File: config.mk
export PLATFORM = sky130hd
export DESIGN_NAME = ball_multi_bouncer
export DESIGN_NICKNAME = d
export VERILOG_FILES = /design/src/rtl/ball_pkg.sv /design/src/rtl/ball_axis_step.sv /design/src/rtl/ball_multi_bouncer.sv
export SDC_FILE = /design/constraint.sdc
export NUM_CORES = 1
export LEC_CHECK = 0
export CORE_MARGIN = 2
export CORE_UTILIZATION = 37
export CTS_CLUSTER_SIZE = 28
export DETAILED_ROUTE_END_ITERATION = 16
export HOLD_SLACK_MARGIN = 0.03
export PLACE_DENSITY = 0.65
export SKIP_LAST_GASP = 1
export SLEW_MARGIN = 20
export SYNTH_ARGS = -nofsm -noshare
export SYNTH_HDL_FRONTEND = slang
export SYNTH_SLANG_ARGS = --single-unit
File: constraint.sdc
create_clock -name clk -period 12.6 [get_ports clk]
set_clock_uncertainty 0.2 [all_clocks]
set_input_delay 2.52 -clock clk [delete_from_list [all_inputs] [get_ports clk]]
set_output_delay 2.52 -clock clk [all_outputs]
set_load 0.05 [all_outputs]
File: src/rtl/ball_pkg.sv
// Shared types and constants for the multi-ball bouncer: FSM states, default
// widths and the reset-time layout of the balls.
package ball_pkg;

  typedef enum logic [1:0] {
    IDLE   = 2'd0,
    UPDATE = 2'd1,
    DONE   = 2'd2
  } state_t;

  localparam int DEF_POS_W = 9;
  localparam int DEF_VEL_W = 4;

  // Ball i starts at (INIT_H_BASE + INIT_H_STEP*i, INIT_V_BASE + INIT_V_STEP*i).
  localparam int INIT_H_BASE = 16;
  localparam int INIT_H_STEP = 32;
  localparam int INIT_V_BASE = 16;
  localparam int INIT_V_STEP = 24;
  localparam int INIT_VVEL   = 2;

endpackage

File: src/rtl/ball_axis_step.sv
// Combinational single-axis motion step: advances pos by vel and reflects off
// the 0 and max walls, clamping the position onto the wall it hit.
module ball_axis_step #(
  parameter int POS_W = 9,
  parameter int VEL_W = 4
) (
  input  logic [POS_W-1:0]        pos,
  input  logic signed [VEL_W-1:0] vel,
  input  logic [POS_W-1:0]        max,
  output logic [POS_W-1:0]        next_pos,
  output logic signed [VEL_W-1:0] next_vel,
  output logic                    hit
);

  // One extra bit of headroom so pos+vel can never wrap.
  logic signed [POS_W:0] vel_ext;
  logic signed [POS_W:0] sum;
  logic signed [POS_W:0] mag;
  logic signed [POS_W:0] pos_ext;
  logic signed [POS_W:0] max_ext;

  always_comb begin
    vel_ext  = (POS_W+1)'(vel);
    pos_ext  = $signed({1'b0, pos});
    max_ext  = $signed({1'b0, max});
    sum      = pos_ext + vel_ext;
    mag      = -vel_ext;
    next_pos = sum[POS_W-1:0];
    next_vel = vel;
    hit      = 1'b0;
    if (vel > 0 && sum >= max_ext) begin
      next_pos = max;
      next_vel = -vel;
      hit      = 1'b1;
    end else if (vel < 0 && pos_ext <= mag) begin
      next_pos = '0;
      next_vel = -vel;
      hit      = 1'b1;
    end
  end

endmodule

File: src/rtl/ball_multi_bouncer.sv
// Frame-rate animation of NUM_BALLS bouncing balls with a registered pixel colour
// output. Defining BALL_PAUSE_EN adds a pause input that freezes motion.
module ball_multi_bouncer
  import ball_pkg::*;
#(
  parameter int NUM_BALLS = 4,
  parameter int POS_W     = ball_pkg::DEF_POS_W,
  parameter int VEL_W     = ball_pkg::DEF_VEL_W,
  parameter int BALL_SIZE = 4,
  parameter int H_ACTIVE  = 256,
  parameter int V_ACTIVE  = 240
) (
  input  logic             clk,
  input  logic             reset,
`ifdef BALL_PAUSE_EN
  input  logic             pause,
`endif
  input  logic             frame_tick,
  input  logic             display_on,
  input  logic [POS_W-1:0] hpos,
  input  logic [POS_W-1:0] vpos,
  output logic [2:0]       rgb,
  output logic             wall_hit,
  output logic             update_busy
);

  localparam int IDX_W = (NUM_BALLS > 1) ? $clog2(NUM_BALLS) : 1;
  localparam logic [POS_W-1:0] H_MAX = POS_W'(H_ACTIVE - BALL_SIZE);
  localparam logic [POS_W-1:0] V_MAX = POS_W'(V_ACTIVE - BALL_SIZE);

  state_t                  state;
  logic [IDX_W-1:0]        idx;
  logic                    hit_acc;
  logic [POS_W-1:0]        ball_h    [NUM_BALLS];
  logic [POS_W-1:0]        ball_v    [NUM_BALLS];
  logic signed [VEL_W-1:0] ball_hvel [NUM_BALLS];
  logic signed [VEL_W-1:0] ball_vvel [NUM_BALLS];

  logic [POS_W-1:0]        h_next, v_next;
  logic signed [VEL_W-1:0] hvel_next, vvel_next;
  logic                    h_hit, v_hit;
  logic                    start;

`ifdef BALL_PAUSE_EN
  assign start = frame_tick & ~pause;
`else
  assign start = frame_tick;
`endif

  ball_axis_step #(.POS_W(POS_W), .VEL_W(VEL_W)) u_h_step (
    .pos      (ball_h[idx]),
    .vel      (ball_hvel[idx]),
    .max      (H_MAX),
    .next_pos (h_next),
    .next_vel (hvel_next),
    .hit      (h_hit)
  );

  ball_axis_step #(.POS_W(POS_W), .VEL_W(VEL_W)) u_v_step (
    .pos      (ball_v[idx]),
    .vel      (ball_vvel[idx]),
    .max      (V_MAX),
    .next_pos (v_next),
    .next_vel (vvel_next),
    .hit      (v_hit)
  );

  always_ff @(posedge clk or posedge reset) begin
    if (reset) begin
      state       <= IDLE;
      idx         <= '0;
      hit_acc     <= 1'b0;
      wall_hit    <= 1'b0;
      update_busy <= 1'b0;
      for (int i = 0; i < NUM_BALLS; i++) begin
        ball_h[i]    <= POS_W'(INIT_H_BASE + INIT_H_STEP * i);
        ball_v[i]    <= POS_W'(INIT_V_BASE + INIT_V_STEP * i);
        ball_hvel[i] <= (i % 2 == 0) ? VEL_W'(i + 1) : VEL_W'(-(i + 1));
        ball_vvel[i] <= (i % 2 == 0) ? VEL_W'(INIT_VVEL) : VEL_W'(-INIT_VVEL);
      end
    end else begin
      wall_hit <= 1'b0;
      case (state)
        IDLE: begin
          if (start) begin
            state       <= UPDATE;
            idx         <= '0;
            hit_acc     <= 1'b0;
            update_busy <= 1'b1;
          end
        end
        UPDATE: begin
          ball_h[idx]    <= h_next;
          ball_hvel[idx] <= hvel_next;
          ball_v[idx]    <= v_next;
          ball_vvel[idx] <= vvel_next;
          // A corner hit sets both flags but still yields a single pulse.
          hit_acc        <= hit_acc | h_hit | v_hit;
          if (idx == IDX_W'(NUM_BALLS - 1)) begin
            state <= DONE;
          end else begin
            idx <= idx + IDX_W'(1);
          end
        end
        DONE: begin
          wall_hit    <= hit_acc;
          update_busy <= 1'b0;
          state       <= IDLE;
        end
        default: begin
          state       <= IDLE;
          update_busy <= 1'b0;
        end
      endcase
    end
  end

  // Reverse scan so the lowest-index ball is the last, winning assignment.
  logic [2:0]       pix;
  logic [POS_W-1:0] dh, dv;

  always_comb begin
    pix = 3'd0;
    dh  = '0;
    dv  = '0;
    for (int i = NUM_BALLS - 1; i >= 0; i--) begin
      dh = hpos - ball_h[i];
      dv = vpos - ball_v[i];
      if (dh < POS_W'(BALL_SIZE) && dv < POS_W'(BALL_SIZE)) begin
        pix = 3'(i + 1);
      end
    end
  end

  always_ff @(posedge clk or posedge reset) begin
    if (reset) begin
      rgb <= 3'd0;
    end else begin
      rgb <= display_on ? pix : 3'd0;
    end
  end

endmodule

## Yosys cells after proc, flatten, opt, wreduce, memory -nomap -nowiden

Index checks and enable logic that the tools add are counted.

| storage, ports and cells | value |
|---|---|
| input port bits | 22 |
| flip-flop bits (word level) | 114 |
| output and inout port bits | 5 |

| cells by class | value |
|---|---|
| mux-type cells | 48 |
| equality and inequality tests | 6 |
| $add $sub $neg | 15 |
| reductions and logical operators | 15 |
| $lt $le $gt $ge | 18 |
| bitwise gates (word level) | 4 |

Operators with widths:

| kind | number |
|---|---|
| $mux W9 | 9 |
| $bwmux W36 | 2 |
| $lt A9 B3 Y1 const B | 8 |
| $sub A9 B9 Y9 | 8 |
| $bmux W9 S2 | 2 |
| $mux W4 | 9 |
| $bwmux W16 | 2 |
| $add A10 B4 Y10 | 2 |
| $ge A10 B9 Y1 const B | 2 |
| $le A10 B10 Y1 | 2 |
| $neg A4 Y10 | 2 |
| $demux W9 S2 | 1 |
| $bmux W4 S2 | 2 |
| $mux W3 | 5 |
| $logic_and A1 B1 Y1 | 9 |
| $demux W4 S2 | 1 |
| $gt A4 B1 Y1 const B | 2 |
| $lt A4 B1 Y1 const B | 2 |
| $mux W2 | 4 |
| $neg A4 Y4 | 2 |
| $pmux W2 S2 | 2 |
| $mux W1 | 7 |
| $ne A2 B2 Y1 const B | 3 |
| $reduce_and A2 Y1 | 3 |
| other kinds (12) | 15 |

## Depth between registers and ports, before layout

Gate-level depths: netlist of run 1.

| logic depth | value |
|---|---|
| depth in word-level cells | 12 |
| gate-level depth with buffers | 16 |

## Modules after synthesis

A second synthesis of run 1 with hierarchy kept.

| second synthesis, totals | value |
|---|---|
| cell total of the unflattened synthesis | 1,011 |
| area, all modules | 10,002.1 µm² |

Modules (own cells, without submodules):

| module | seq. area each (µm²) | area an instance (µm²) | times used | cells each |
|---|---|---|---|---|
| ball_multi_bouncer | 2,891.5 | 7,702.4 | 1 | 723 |
| ball_axis_step | 0.0 | 1,149.9 | 2 | 144 |

## Worst setup path before layout of run 1

Ideal clock, no wire load.

| timing | value |
|---|---|
| path kind | input -> register |
| start | input vpos[2] |
| end | register rgb[1] |
| path slack | 7.766 ns |
| cell stages on the path | 8 |
| arrival time | 4.514 ns |
| setup time | 0.120 ns |
| cells stage by stage | ha_1 or2_1 o311a_4 o21ai_2 or3b_4 a2111oi_4 o221ai_2 and3_1 |

| on the way | value |
|---|---|
| word-level cells in the longest chain between the ends | 7 |
| elaborated cells on any way between the ends | 13 |

Ends and longest elaborated chain:

| element | RTL line | text |
|---|---|---|
| start: declaration | ball_multi_bouncer.sv:21 | `input logic [POS_W-1:0] vpos,` |
| $sub A9 B9 Y9 | ball_multi_bouncer.sv:128 | `dv = vpos - ball_v[i];` |
| $lt A9 B3 Y1 | ball_multi_bouncer.sv:129 | `if (dh < POS_W'(BALL_SIZE) && dv < POS_W'(BALL_SIZE)) begin` |
| $logic_and A1 B1 Y1 | ball_multi_bouncer.sv:129 |  |
| $mux W3 (2 in a row) | ball_multi_bouncer.sv:129 |  |
| $mux W3 * | ball_multi_bouncer.sv:129 |  |
| $mux W3 * | ball_multi_bouncer.sv:139 | `rgb <= display_on ? pix : 3'd0;` |
| end signal: assignment | ball_multi_bouncer.sv:139 |  |
| end: declaration | ball_multi_bouncer.sv:22 | `output logic [2:0] rgb,` |

Every way passes the cells marked *; elsewhere a longest branch is shown, timed or not.
A chain may end at the register's enable or synchronous reset.

## Final worst setup path of run 1

| timing | value |
|---|---|
| start | input hpos[3] |
| end | register rgb[1] |

| on the way | value |
|---|---|
| word-level cells in the longest chain between the ends | 7 |
| elaborated cells on any way between the ends | 13 |

Ends and longest elaborated chain:

| element | RTL line | text |
|---|---|---|
| start: declaration | ball_multi_bouncer.sv:20 | `input logic [POS_W-1:0] hpos,` |
| $sub A9 B9 Y9 | ball_multi_bouncer.sv:127 | `dh = hpos - ball_h[i];` |
| $lt A9 B3 Y1 | ball_multi_bouncer.sv:129 |  |
| $logic_and A1 B1 Y1 | ball_multi_bouncer.sv:129 |  |
| $mux W3 (2 in a row) | ball_multi_bouncer.sv:129 |  |
| $mux W3 * | ball_multi_bouncer.sv:129 |  |
| $mux W3 * | ball_multi_bouncer.sv:139 |  |

Marked as above.

==> results of run 1 <==
-- worst paths after layout --
kind | from | end | depth (start not counted)
max reg2reg | idx[1] | ball_hvel[13] | 12
max in group asynchronous | reset | idx[0] | 3
min reg2reg | ball_vvel[9] | ball_vvel[9] | 2
min in group asynchronous | reset | ball_hvel[6] | 2
min | ball_vvel[9] | ball_vvel[9] | 2
max | hpos[3] | rgb[1] | 10
-- state kept, by name (all words and copies together), names as in the netlist --
| register | count |
|---|---|
| state | 2 |
| hit_acc | 1 |
| idx | 2 |
| wall_hit | 1 |
| ball_h | 36 |
| ball_v | 36 |
| rgb | 3 |
| ball_vvel | 16 |
| ball_hvel | 16 |
| update_busy | 1 |
-- cell families after synthesis --
logic type	after synthesis	share of synthesized area, %
AO/OA/AOI/OAI	290	21.02
AND/OR/NAND/NOR	271	14.11
buffers and inverters	126	5.345
flip-flops	114	32.25
adder cells (fa/ha/maj)	105	14.82
XOR/XNOR	43	4.201
multiplexers	42	8.248
-- per-layer routing --
metal  track usage, %  wire length [um]
met5                0                 0
met1            24.82             10650
met4            4.752               274
met2            30.34             10530
met3            2.987               983
-- per-stage QoR --
stage	util, %	setup slack (ns)	area, um2
after floorplan	-	6.916	8965
after detailed placement	40.49	7.029	9562
after global placement	40.49	7.075	9562
after CTS	42.96	7.465	10140
after global routing	42.96	7.286	10140
final	42.96	7.443	10140
-- worst max-delay path: cells and delay by family --
family | cells | cell delay (ns)
adders and majority gates | 1 | 0.43
AOI/OAI and AO/OA | 2 | 0.51
xor gates and xnor gates | 1 | 0.18
and+or+nand+nor | 5 | 1.17
buffers and inverters | 1 | 0.50
-- where the power goes --
group | total (uW) | internal (uW) | leakage [uW] | switching (uW)
Sequential | 468 | 424 | 0.00144 | 43.7
Clock | 483 | 311 | 0.000284 | 172
Combinational | 757 | 289 | 0.00255 | 468
-- cells in the final DEF, fill, tap and decap left out, types with 17 or more instances in the layout --
cell | netlist | layout
a21o_1 | 18 | 18
a21oi_1 | 49 | 49
clkbuf_16 | 0 | 17
clkdlybuf4s50_1 | 0 | 26
dfrtp_1 | 83 | 82
dfstp_2 | 31 | 31
ha_1 | 103 | 103
inv_1 | 94 | 93
mux4_2 | 25 | 25
nand2_1 | 128 | 128
nor2_1 | 47 | 47
nor3_1 | 18 | 18
o21ai_0 | 87 | 87
o21ai_1 | 26 | 26
xnor2_1 | 17 | 17
xor2_1 | 26 | 26
-- layout make-up --
cell class	instances	area [um2]	share of cell area, %
sequential	114	2893	28.52
clock buffer	26	499.2	4.922
inverter	96	362.8	3.577
multi-input combinational	751	5594	55.15
timing repair buffer	33	312.8	3.084
tap	319	399.1	3.935
clock inverter	6	82.58	0.8141
==> qor.txt, run 1 <==
Inst Count DP - 1313
number of flops mapped to enable cells by yosys - 0
top post-synthesis cells by area - dfrtp_1, ha_1, dfstp_2
Layout Cells excl Fill - 1345
post-synthesis sequential area ratio - 32.25%
max-cap violations - 0
H-tree depth - 4
yosys warns - 0
Synth area leader - dfrtp_1
first-pass GRT wire length - 37750 um
Slew headroom - 33.14%
Reg2Reg Setup Slack - 7.71 ns
CTS tree - built
routability cong. - 0.8253
final worst-path cycle share - 40.93%
Buffers on Ports - 26
WP data required - 12.76 ns
Synth top cells by count - nand2_1, ha_1, inv_1
critical path's slowest cell - or4_1
Worst VDD drop - 0.09898 mV
WL per Instance - 16.68 um
RSZ-0062 raised after global routing - no
Pwr Total - 1708 uW
antenna viol nets, final - 0
crit path max fanout - 6
top_reg_cell synth - dfrtp_1
WS Path Type - input pin to register
Synth-to-Final Area Change - 13.15%
CTS root buffer - clkbuf_16
worst-margin pin slew - 1.003 ns
die span in y - 159.7 um
final setup vio count - 0
number of synthesized register bits - 114
status - completed
Static Leak - 0.004275 uW
Cell Chain, Critical Path - clkdlybuf4s50_1, ha_1, xor2_1, a2111o_1, o21ai_0, nand4_1, or4_1, nor4_2, or2b_1, and3_1
hold crit path type - register to register
synth unique cells - 81
DR DRC count - 0
Slew Viols, Final - 0
Rows - 56
layout cell share with drive strength beyond 1 - 11.60%
vias in the first global route - 7343
Post-Syn Area per Cell - 9.046 um2
drt first pass iters - 7
# hold bufs at CTS - 0
initial cell density of the core - 37.97%
Core Footprint - 23610 um2
Worst-path clk slew - 0.05 ns
Sum Neg Setup Slack - 0 ns
CP endpoint kind - register
most common cell in the netlist - nand2_1
clock sink total - 114
minimum clock period - 5.157 ns
IO Count - 27
vias - 7309
number of antenna diodes - 0
Setup crit start kind - input pin
Resized cells post-CTS - 0
Fill cells - 2338
Synth async-reset ratio - 100.0%
GRT Total Usage - 18.27%
NumNets Final - 1140
Mapped Area - 8965 um2
die width - 159.7 um
largest net degree at the start of global routing - 73
CP max stage delay - 0.54 ns
grt total ovfl - 0
Final Hold Viols - 0
PwrDens - 168.4 nW/um2
share of the synthesized area in the top cell type - 23.17%
WL final - 22440 um
Arr. time, crit path - 5.32 ns
Post-Syn Nets - 1118
hpwl dp - 16770 um
CTS buffer count - 17
number of buffers added for setup after CTS - 0
Initial DRC Count - 504
drt via density - 5.434
initial antenna violation count - 0
Die Area - 25490 um2
Clock Path Buffers - 2
hold slack - 0.2649 ns
max frequency - 0.1939 GHz
cell count after synthesis - 991
Worst-Skew Late Latency - 0.42 ns
No activity file was read; power rests on OpenSTA's default activity.
==> run 2: changes to the inputs <==
--- a/config.mk
+++ b/config.mk
@@ -10,7 +10,7 @@
 export CTS_CLUSTER_SIZE = 28
 export DETAILED_ROUTE_END_ITERATION = 16
 export HOLD_SLACK_MARGIN = 0.03
-export PLACE_DENSITY = 0.65
+export PLACE_DENSITY = 0.66
 export SKIP_LAST_GASP = 1
 export SLEW_MARGIN = 20
 export SYNTH_ARGS = -nofsm -noshare
==> constraint.sdc (replaced) <==
create_clock -name clk -period 4.74 [get_ports clk]
set_clock_uncertainty 0.2 [all_clocks]
set_input_delay 0.948 -clock clk [delete_from_list [all_inputs] [get_ports clk]]
set_output_delay 0.948 -clock clk [all_outputs]
set_load 0.05 [all_outputs]
==> run 2 against run 1 <==
Worst setup slack worse by 7.2 ns. Clock-buffer cell count down 8. Worst hold slack worse by 0.0012 ns. Clock power rose to 2.8 times the previous value. Non-clock buffer count up 6. Critical path type is now register to register. Critical endpoint is now ball_hvel[13]. Wire length down 0.21%. Global-route usage about the same.
==> qor.txt, run 2 (same netlist as run 1, synthesis figures left out) <==
status - completed
Core Footprint - 23610 um2 (unchanged)
final worst slack - 0.2786 ns (-7.164 ns)
Cell Chain, Critical Path - buf_4, mux4_2, ha_1, fa_1, a21oi_1, o2111ai_1, xor2_1, nand4_1, a21oi_1, nor2_1, mux2i_1, o21ai_0
WL per Instance - 16.57 um (-0.65%)
die span in y - 159.7 um (unchanged)
CTS root buffer - clkbuf_16
die width - 159.7 um (unchanged)
first-pass GRT wire length - 37690 um (-0.16%)
number of buffers added for setup after CTS - 0 (unchanged)
Die Area - 25490 um2 (unchanged)
H-tree depth - 4 (unchanged)
Slew Viols, Final - 0 (unchanged)
Clock Path Buffers - 2 (unchanged)
Worst-Skew Late Latency - 0.42 ns (about the same)
Setup crit start kind - register
final setup vio count - 0 (unchanged)
critical path's slowest cell - mux4_2
Fill cells - 2298 (-1.7%)
pre-CTS setup slack - 0.2112 ns (-6.818 ns)
number of antenna diodes - 0 (unchanged)
crit path max fanout - 13 (+7)
PwrDens - 452.7 nW/um2 (+170%)
CP max stage delay - 0.58 ns (+0.04 ns)
CTS buffer count - 17 (unchanged)
RSZ-0062 raised after global routing - no
commonest cells after routing, fill and taps aside - nand2_1, ha_1, inv_1
Final Hold Viols - 0 (unchanged)
CTS tree - built
CP endpoint kind - register
antenna viol nets, final - 0 (unchanged)
Resized cells post-CTS - 0 (unchanged)
drt first pass iters - 5 (-2)
drt via density - 5.449 (+0.28%)
hpwl dp - 17160 um (+2.3%)
Initial DRC Count - 467 (-7.3%)
WP data required - 4.83 ns (-7.93 ns)
worst-margin pin slew - 0.8754 ns (-0.1276 ns)
Crit path max-delay family - compound AO/OA/AOI/OAI gates
GRT Total Usage - 18.30% (+0.033 points)
Top Usage Layer GRT - met2
Sum Neg Setup Slack - 0 ns (unchanged)
Crit path buffers/inverters - 1 (unchanged)
# hold bufs at CTS - 0 (unchanged)
final worst-path cycle share - 94.12%
Top Registers - ball_h: 36 flops, ball_v: 36 flops
minimum clock period - 4.461 ns
Synth-to-Final Area Change - 14.43%
vias in the first global route - 7369 (+0.35%)
routability cong. - 0.8994 (+9.0%)
Worst-path clk slew - 0.06 ns (about the same)
layout cell share with drive strength beyond 1 - 13.08% (+1.5 points)
largest net degree at the start of global routing - 51 (-30%)
Buffers on Ports - 26 (unchanged)
Arr. time, crit path - 4.55 ns (-0.77 ns)
WS Path Type - register to register
Rows - 56 (unchanged)
vias - 7362 (+0.73%)
grt total ovfl - 0 (unchanged)
WL final - 22390 um (-0.21%)
Slew headroom - 41.50% (+8.4 points)
commonest non-fill, non-tap cell in the layout - nand2_1
clock sink total - 114 (unchanged)
max-cap violations - 0 (unchanged)
NumNets Final - 1146 (+0.53%)
hold crit path type - register to register
CP most frequent cell - a21oi_1
met1 GRT Util - 24.58% (-0.24 points)
DR DRC count - 0 (unchanged)
met2 Resource Use GR - 30.40% (+0.059 points)
Static Leak - 0.004324 uW (+1.1%)
max frequency - 0.2241 GHz
met3 usage - 2.597% (-0.39 points)
initial antenna violation count - 0 (unchanged)
IO Count - 27 (unchanged)
initial cell density of the core - 37.97% (unchanged)
Worst VDD drop - 0.2525 mV (+160%)
## run 2: changes by cell type in the layout (fill, tap and decap cells not counted), sizes merged
cell	delta
buf	+6
bufinv	+1
clkbuf	-8
clkinv	+2
clkinvlp	+2
inv	+3
## run 2: stage by stage
step	cell area [um2]	hold WS (ns)	total power (uW)	instances	utilization, %
global route	10260	0.2806	4963	1351	43.45
detailed placement	9619	0.2602	3301	1319	40.74
finish	10260	0.2637	4644	1351	43.45
CTS	10240	0.2686	4646	1351	43.36
floorplan	8965	0.2431	2738	991	-
global placement	9619	0.2579	3265	1319	40.74
## run 2: area by class of cell
cell class              instances  area, um2  share of cell area [%]
well taps                     319      399.1                   3.891
inverters                      96      362.8                   3.537
multi-input cells             751       5613                   54.71
clock buffers                  18      439.2                   4.281
flip-flops and latches        114       2895                   28.22
clock inverters                14      178.9                   1.744
repair buffers                 39      370.4                   3.610
## run 2: worst paths after layout
| path | depth (start not counted) | startpoint | slack (ns) | end |
|---|---|---|---|---|
| worst min-delay path | 2 | ball_hvel[11] | 0.26 | ball_hvel[11] |
| max in group asynchronous | 3 | reset | 2.67 | ball_h[23] |
| worst max register to register | 12 | idx[0] | 0.28 | ball_hvel[13] |
| worst max-delay path | 12 | idx[0] | 0.28 | ball_hvel[13] |
| min in group asynchronous | 2 | reset | 0.76 | ball_hvel[7] |
| worst min register to register | 2 | ball_hvel[11] | 0.26 | ball_hvel[11] |
## run 2: power by group
group	switching [uW]	internal, uW	leakage [uW]
Sequential	137	1130	0.00144
Combinational	1240	803	0.00259
Clock	488	846	0.000294
Total	1870	2780	0.00432
## run 2: worst min-delay path, cell delays in order (launching register included)
cell and delay (ns):
dfstp_2 0.36, nand2_1 0.04, o21ai_1 0.05
## run 2: metal layers
layer | routed length [um] | vias up | share of wire [%]
met5 | 0 | - | 0
met2 | 10510 | 135 | 47
met4 | 468 | 0 | 2.1
li1 | - | 3641 | -
met1 | 10640 | 3555 | 48
met3 | 779 | 31 | 3.5
